--- src/rtl/seg7_pkg.sv ---
// seg7_pkg: shared segment/anode codes for the seven-segment scan driver
// Segment codes are active-low {g,f,e,d,c,b,a}; anode codes are active-low.
package seg7_pkg;
  localparam int NUM_DIGITS = 6;
  localparam logic [6:0] SEG_0    = 7'h40;
  localparam logic [6:0] SEG_1    = 7'h79;
  localparam logic [6:0] SEG_2    = 7'h24;
  localparam logic [6:0] SEG_3    = 7'h30;
  localparam logic [6:0] SEG_4    = 7'h19;
  localparam logic [6:0] SEG_5    = 7'h12;
  localparam logic [6:0] SEG_6    = 7'h02;
  localparam logic [6:0] SEG_7    = 7'h78;
  localparam logic [6:0] SEG_8    = 7'h00;
  localparam logic [6:0] SEG_9    = 7'h10;
  localparam logic [6:0] SEG_DASH = 7'h3F;
  localparam logic [6:0] SEG_OFF  = 7'h7F;
  localparam logic [5:0] AN_OFF   = 6'h3F;
endpackage

--- src/rtl/bcd_to_seg7.sv ---
// bcd_to_seg7: combinational BCD to active-low seven-segment decoder
// Ports: i_bcd - 4-bit code; o_seg - {g,f,e,d,c,b,a} active-low, A-F shown as a dash.
module bcd_to_seg7
  import seg7_pkg::*;
(
  input  logic [3:0] i_bcd,
  output logic [6:0] o_seg
);
  always_comb begin
    case (i_bcd)
      4'd0:    o_seg = SEG_0;
      4'd1:    o_seg = SEG_1;
      4'd2:    o_seg = SEG_2;
      4'd3:    o_seg = SEG_3;
      4'd4:    o_seg = SEG_4;
      4'd5:    o_seg = SEG_5;
      4'd6:    o_seg = SEG_6;
      4'd7:    o_seg = SEG_7;
      4'd8:    o_seg = SEG_8;
      4'd9:    o_seg = SEG_9;
      default: o_seg = SEG_DASH;
    endcase
  end
endmodule

--- src/rtl/seg7_scan_driver.sv ---
// seg7_scan_driver: time-multiplexes six snapshotted BCD digits onto a common-anode display
// Ports: i_clk/i_rst (async, active-high); i_en display enable; i_lzb leading-zero blanking;
// i_colon_en colon dots; i_hr_h..i_sec_l BCD digits; o_an_n anodes (bit0 = sec_l),
// o_seg_n segments {g,f,e,d,c,b,a}, o_dp_n decimal point, all active-low and registered.
module seg7_scan_driver
  import seg7_pkg::*;
#(
  parameter int unsigned SCAN_DIV  = 100000,
  parameter int unsigned BLANK_CYC = 1000
) (
  input  logic       i_clk,
  input  logic       i_rst,
  input  logic       i_en,
  input  logic       i_lzb,
  input  logic       i_colon_en,
  input  logic [3:0] i_hr_h,
  input  logic [3:0] i_hr_l,
  input  logic [3:0] i_min_h,
  input  logic [3:0] i_min_l,
  input  logic [3:0] i_sec_h,
  input  logic [3:0] i_sec_l,
  output logic [5:0] o_an_n,
  output logic [6:0] o_seg_n,
  output logic       o_dp_n
);
  localparam int DW = $clog2(SCAN_DIV);
  localparam logic [DW-1:0] DIV_MAX = DW'(SCAN_DIV - 1);
  localparam logic [DW-1:0] BLANK = DW'(BLANK_CYC);
  localparam logic [2:0] LAST = 3'(NUM_DIGITS - 1);
  logic [DW-1:0] r_div_cnt;
  logic [2:0]    r_idx;
  logic [23:0]   r_snap;
  logic          w_wrap;
  logic          w_lzb_blank;
  logic          w_lit;
  logic [3:0]    w_digit;
  logic [6:0]    w_seg;
  assign w_wrap = r_div_cnt == DIV_MAX;
  // snapshot packs sec_l in the low nibble so idx selects nibble idx
  assign w_digit = 4'(r_snap >> {r_idx, 2'b00});
  assign w_lzb_blank = i_lzb && r_snap[23:20] == 4'd0 &&
                       (r_idx == 3'd5 || (r_idx == 3'd4 && r_snap[19:16] == 4'd0));
  assign w_lit = i_en && r_div_cnt >= BLANK && !w_lzb_blank;
  bcd_to_seg7 u_dec (
    .i_bcd(w_digit),
    .o_seg(w_seg)
  );
  always_ff @(posedge i_clk or posedge i_rst) begin
    if (i_rst) begin
      r_div_cnt <= '0;
      r_idx     <= 3'd0;
      r_snap    <= '0;
      o_an_n    <= AN_OFF;
      o_seg_n   <= SEG_OFF;
      o_dp_n    <= 1'b1;
    end else begin
      r_div_cnt <= w_wrap ? '0 : r_div_cnt + 1'b1;
      r_idx     <= (r_idx > LAST) ? 3'd0 : !w_wrap ? r_idx : (r_idx == LAST) ? 3'd0 : r_idx + 3'd1;
      // capture on the edge that returns to slot 0 so a whole frame shows one coherent time
      if (w_wrap && r_idx == LAST)
        r_snap <= {i_hr_h, i_hr_l, i_min_h, i_min_l, i_sec_h, i_sec_l};
      o_an_n    <= w_lit ? ~(6'b1 << r_idx) : AN_OFF;
      o_seg_n   <= w_lit ? w_seg : SEG_OFF;
      o_dp_n    <= !(w_lit && i_colon_en && (r_idx == 3'd2 || r_idx == 3'd4));
    end
  end
endmodule

--- config.mk ---
export PLATFORM = sky130hd
export DESIGN_NAME = seg7_scan_driver
export DESIGN_NICKNAME = d
export VERILOG_FILES = /design/src/rtl/seg7_pkg.sv /design/src/rtl/bcd_to_seg7.sv /design/src/rtl/seg7_scan_driver.sv
export SDC_FILE = /design/constraint.sdc
export NUM_CORES = 1
export LEC_CHECK = 0
export CAP_MARGIN = 0
export CORE_MARGIN = 2
export CORE_UTILIZATION = 49
export DETAILED_ROUTE_END_ITERATION = 12
export PLACE_DENSITY_LB_ADDON = 0.2
export SLEW_MARGIN = 40
export SYNTH_ARGS = -nofsm -noshare
export SYNTH_HDL_FRONTEND = slang
export SYNTH_SLANG_ARGS = --single-unit
--- constraint.sdc ---
create_clock -name i_clk -period 1.9 [get_ports i_clk]
set_input_delay 0.38 -clock i_clk [delete_from_list [all_inputs] [get_ports i_clk]]
set_output_delay 0.38 -clock i_clk [all_outputs]
set_load 0.1 [all_outputs]
Word level (Yosys, flattened, before mapping)
Memory sizes are Yosys's and may differ from the RTL's.
Index checks and enable logic that the tools add are counted.
{"block": "totals", "register_bits": 58, "mem_bits_ro": 112, "in_bits": 29, "out_inout_bits": 14, "n_memories": 1}
{"block": "op_classes", "addsub": 2, "order_cmp": 2, "eq_ne": 4, "shifts": 2, "n_mux": 6, "bitwise": 1, "n_reduce_logical": 15}
{"memory": "(no name shown)", "words": 16, "width": 7, "read_ports": 1, "rd_ports_with_merged_regs": 0, "wr": 0, "line_no": "bcd_to_seg7.sv:10", "source": "case (i_bcd)"}
{"operator": "$shr A24 B5 Y4", "n": 1}
{"operator": "$add A17 B1 Y17 const B", "n": 1}
{"operator": "$eq A17 B17 Y1 const B", "n": 1}
{"operator": "$ge A17 B10 Y1 const B", "n": 1}
{"operator": "$mux W17", "n": 1}
{"operator": "$mux W3", "n": 3}
{"operator": "$logic_and A1 B1 Y1", "n": 8}
{"operator": "$logic_not A4 Y1", "n": 2}
{"operator": "$mux W7", "n": 1}
{"operator": "$eq A3 B3 Y1 const B", "n": 2}
{"operator": "$mux W6", "n": 1}
{"operator": "$not A6 Y6", "n": 1}
{"operator": "$shl A1 B3 Y6 const A", "n": 1}
{"operator": "$add A3 B1 Y3 const B", "n": 1}
{"operator": "$eq A3 B2 Y1 const B", "n": 1}
{"operator": "$gt A3 B3 Y1 const B", "n": 1}
{"operator": "$logic_not A1 Y1", "n": 2}
{"operator": "$logic_or A1 B1 Y1", "n": 2}
{"operator": "$reduce_bool A2 Y1", "n": 1}

Longest topological paths before layout
{"block": "logic_depth", "depth_word": 9, "mapped_depth": 10, "ltp_nobuf": 8}

Cells and area by module
From an unflattened synthesis, not the netlist that was laid out.
{"block": "hier_totals", "hier_cells": 237, "area_unflattened_um2": 2951.6}
{"module": "seg7_scan_driver", "instances": 1, "cells_per_inst": 206, "area_each_um2": 2711.4, "seq_area_each_um2": 1468.9}
{"module": "bcd_to_seg7", "instances": 1, "cells_per_inst": 31, "area_each_um2": 240.2, "seq_area_each_um2": 0.0}

Worst setup path before layout
No wires, ideal clock.
{"block": "synth_path", "kind": "reg-to-reg", "from": "register r_idx[0]", "to": "register o_seg_n[3]", "setup_time_ns": 0.086, "t_arrival_ns": 1.964, "t_required_ns": 1.814, "slack_ns": -0.150, "stages_incl_launch_ff": 11, "n_path_buf": 2, "period_less_slack_ns": 2.050, "path_cell_list": "dfrtp_1 -> buf_6 -> buf_2 -> mux2i_1 -> nor2_1 -> a211oi_1 -> inv_1 -> ha_1 -> nor2_1 -> o211ai_2 -> a21boi_1"}
{"block": "synth_via", "elab_chain_cells": 7}
{"item": "from (decl)", "line_no": "seg7_scan_driver.sv:31", "source": "logic [2:0] r_idx;"}
{"item": "from (signal assigned)", "line_no": "seg7_scan_driver.sv:58", "source": "r_idx <= (r_idx > LAST) ? 3'd0 : !w_wrap ? r_idx : (r_idx == LAST) ? 3'd0 : r_idx + 3'd1;"}
{"item": "branches (longest 6 deep; another with $mem_v2 Z16 W7)"}
{"item": "$mux W7 (*)", "line_no": "seg7_scan_driver.sv:63", "source": "o_seg_n <= w_lit ? w_seg : SEG_OFF;"}
{"item": "to (signal assigned)", "line_no": "seg7_scan_driver.sv:63"}
{"item": "to (decl)", "line_no": "seg7_scan_driver.sv:23", "source": "output logic [6:0] o_seg_n,"}
Mark *: on every way between the ends.
A chain may end at the register's enable or synchronous reset.

Final worst setup path
{"block": "layout_path", "from": "register r_div_cnt[14]", "to": "register r_snap[14]"}
{"block": "layout_via", "elab_chain_cells": 2}
{"item": "from (decl)", "line_no": "seg7_scan_driver.sv:30", "source": "logic [DW-1:0] r_div_cnt;"}
{"item": "from (signal assigned)", "line_no": "seg7_scan_driver.sv:57", "source": "r_div_cnt <= w_wrap ? '0 : r_div_cnt + 1'b1;"}
{"item": "$eq A17 B17 Y1", "line_no": "seg7_scan_driver.sv:38", "source": "assign w_wrap = r_div_cnt == DIV_MAX;"}
{"item": "$logic_and A1 B1 Y1", "line_no": "seg7_scan_driver.sv:60", "source": "if (w_wrap && r_idx == LAST)"}
{"item": "to (signal assigned)", "line_no": "seg7_scan_driver.sv:61", "source": "r_snap <= {i_hr_h, i_hr_l, i_min_h, i_min_l, i_sec_h, i_sec_l};"}
{"item": "to (decl)", "line_no": "seg7_scan_driver.sv:32", "source": "logic [23:0] r_snap;"}
Every way passes these cells.

==> run_results.csv <==
group,metric,value,unit
logic_synthesis,synth_top_flop_cell,"dfrtp_1",
worst_setup_path,reg2reg_from,"r_div_cnt[14]",
cells_and_area,insertedDiodeCount,0,
pwr,p_leak,1.90,nW
cells_and_area,multi_input_area,1390,um2
global_route,grt_pass1_vias,2074,
worst_setup_path,cp_num_buf_inv,1,
floorplan,initial_core_util,51.6,%
pwr,power_density,605,nW/um2
cells_and_area,synthToLayoutAreaGrowth,45.7,%
sta,worst_pin_slew,455,ps
clock_tree,cts_tree,"yes",
logic_synthesis,synth_nets,263,
sta,setup_slack,-67.0,ps
floorplan,die_x,80.6,um
place,place_inst,369,
routing,vias_per_cell,5.21,
clock_tree,ctsHoldBuffers,0,
global_route,grt_pass1_wl,10200,um
logic_synthesis,ys_seq_elements,58,
cells_and_area,seq_area,1470,um2
pwr,ir_worst_vdd,0.478,mV
global_route,grt-busiest-layer,"met2",
worst_setup_path,cp.required,2120,ps
global_route,overflow,0,
place,dp_hpwl,4290,um
place,io_buffers,42,
logic_synthesis,async_reset_ff_share,100,%
global_route,track_usage,21.4,%
logic_synthesis,syn_area,2870,um2
status,status,"complete, but fails checks",
worst_setup_path,crit_path_max_incr_delay,400,ps
worst_setup_path,cpLargestDelayFamily,"simple AND/OR/NAND/NOR gates",
cells_and_area,final_cells,394,
routing,drt-pass1-iter-count,4,
flow_run,drv_cap,0,
global_route,use_met3,4.04,%
sta,period_share,104,%
worst_setup_path,r2r_end,"r_snap[14]",
logic_synthesis,syn_avg_cell_area,12.7,um2
sta,hold-worst-slack,412,ps
global_route,antenna_found_initial,0,
worst_setup_path,crit_path_end_kind,"flop",
sta,setup_violations,25,
worst_setup_path,rrSetupSlack,-70,ps
sta,relSlewSlack,69.6,%
sta,period_needed,1970,ps
cells_and_area,drive_gt1_share,43.8,%
clock_tree,cts_max_path_buffers,2,
clock_tree,h-tree-depth,3,
worst_setup_path,crit_slowest_cell,"dfrtp_1",
worst_setup_path,crit_chain,"nor4_4 -> and3_1 -> and3_4 -> and3_4 -> buf_16 -> mux2_4",
global_route,grt_max_degree,37,
worst_setup_path,rr_worst_depth,6,
logic_synthesis,yosysWarnings,0,
worst_setup_path,endpoint,"r_snap[14]",
logic_synthesis,synth_seq_area_share,51.1,%
routing,drcViolationCount,0,
floorplan,dieHeight,80.6,um
cells_and_area,n_fill_cell,360,
clock_tree,cts.sinks,58,
logic_synthesis,yosysMostFrequentCell,"dfrtp_1",
worst_setup_path,worstPathArrival,2190,ps
routing,wl_per_cell,16.3,um
clock_tree,cts_buffers,9,
worst_hold_path,min_path_type,"input pin to asynchronous set/reset pin",
worst_setup_path,crit_cells,6,
logic_synthesis,synth_common_cells,"dfrtp_1, mux2_4, nor2_1",
logic_synthesis,synthTopCellsByArea,"dfrtp_1, dfstp_2, mux2_4, ha_1, mux2_2",
routing,wirelength,6410,um
logic_synthesis,ys_types,50,
floorplan,core_area,5570,um2
logic_synthesis,yosys.area.top_type_share,38.3,%
worst_setup_path,crit_start,"r_div_cnt[14]",
cells_and_area,layout.nets,354,
worst_setup_path,path_max_fanout,12,
place,routabilityCongestion,0.802,
sta,fin_skew,10.2,ps
sta,hold_violations,0,
clock_tree,insertion_delay,330,ps
clock_tree,clk_pin_slew,70,ps
worst_setup_path,crit_type,"flop to flop",
floorplan,pin_count,43,
clock_tree,cts_root_buffer,"clkbuf_8",
logic_synthesis,yosysTopAreaCell,"dfrtp_1",
floorplan,rows,27,
logic_synthesis,synth_edf_count,0,
logic_synthesis,syn_inst,226,
routing,dr_total_vias,2051,
sta,setup_tns,-1140,ps
routing,ant_nets,0,
worst_setup_path,critPathLaunchType,"flop",
sta,fmax,508,MHz
sta,rsz0062_at_grt,"true",
global_route,gr-usage-met2,34.1,%
status,violations,"negative setup slack",
global_route,grtUsageMet1,27.2,%
floorplan,die-area,6490,um2
worst_setup_path,cpMostUsedCell,"and3_4",
routing,initialDrtViolationCount,59,
sta,slew_viol_final,0,
state kept, by name, summed over array words and instances (netlist names):
name and flops:
r_div_cnt 17, o_an_n 6, o_dp_n 1, r_snap 24, r_idx 3, o_seg_n 7
worst register-to-register path: cells and delay by family (launching register included):
| family | cells | cell delay [ps] |
|---|---|---|
| buffers and inverters | 1 | 180 |
| DFF | 1 | 400 |
| and+or+nand+nor | 4 | 980 |
| muxes | 1 | 310 |
what timing repair did:
| action | CTS | global route |
|---|---|---|
| gates resized for setup | 10 | 20 |
| setup endpoints to repair | 31 | 32 |
| gates cloned | 2 | 0 |
| buffers inserted | 3 | 4 |
| pin swaps | 3 | 6 |
metal layers:
| metal | wire length (um) | vias up |
|---|---|---|
| li1 | - | 988 |
| met1 | 2790 | 988 |
| met2 | 3210 | 58 |
| met3 | 240 | 17 |
| met4 | 169 | 0 |
| met5 | 0 | - |
report_power, final:
part / total (mW) / internal, mW / switching (mW)
Sequential: 1.24 / 1.24 / 0
Combinational: 0.0877 / 0.0541 / 0.0336
Clock: 1.21 / 0.751 / 0.459
Total: 2.53 / 2.04 / 0.492
how the worst min path moves through the flow:
| stage | from | end | slack (ps) | depth (start not counted) |
|---|---|---|---|---|
| CTS | i_rst | r_snap[2] | 420 | 3 |
| global placement | r_div_cnt[4] | r_div_cnt[4] | 490 | 1 |
| floorplan | i_colon_en | o_dp_n | 460 | 1 |
| global route | i_rst | r_snap[2] | 440 | 3 |
| finish | i_rst | r_snap[8] | 410 | 3 |
| detailed placement | r_snap[10] | r_snap[10] | 490 | 1 |
area by class of cell:
type | count | share of cell area, %
clock buffers | 15 | 4.45
multi-input cells | 151 | 33.1
well taps | 72 | 2.15
flip-flops and latches | 58 | 35.1
clock inverters | 1 | 0.717
repair buffers | 88 | 23.6
inverters | 9 | 0.807
logic make-up after synthesis:
group,after synthesis,synth area share [%]
flip-flops,58,51.1
AND/OR/NAND/NOR,67,12.9
AO/OA/AOI/OAI,27,6.92
XOR/XNOR,14,4.27
buffers and inverters,17,4.05
adder cells (fa/ha/maj),8,3.48
multiplexers,35,17.2
metrics by stage:
stage	setup slack, ps	total power, mW	util [%]	instance area [um2]
2_1_floorplan	-0.000555	1.28	-	2880
3_3_place_gp	-109	1.35	67.0	3740
3_5_place_dp	-152	1.35	67.0	3740
4_1_cts	-71.7	2.56	72.9	4060
5_1_grt	-129	2.62	75.1	4190
6_report	-67.0	2.53	75.1	4190
layout by cell type, fill, tap and decap left out, types with 5 or more instances in the layout:
master           count
dfrtp_1             42
buf_4               37
clkdlybuf4s50_1     28
mux2_4              24
buf_12              16
nor2_1              14
dfstp_2             14
nand2_1             13
clkbuf_8            13
inv_1                7
xor2_1               7
xnor2_1              7
and3_1               5
mux2i_1              5
nand4_1              5
a21oi_1              5
nand3_1              5
buf_6                5
(Power assumes the default switching activity.)
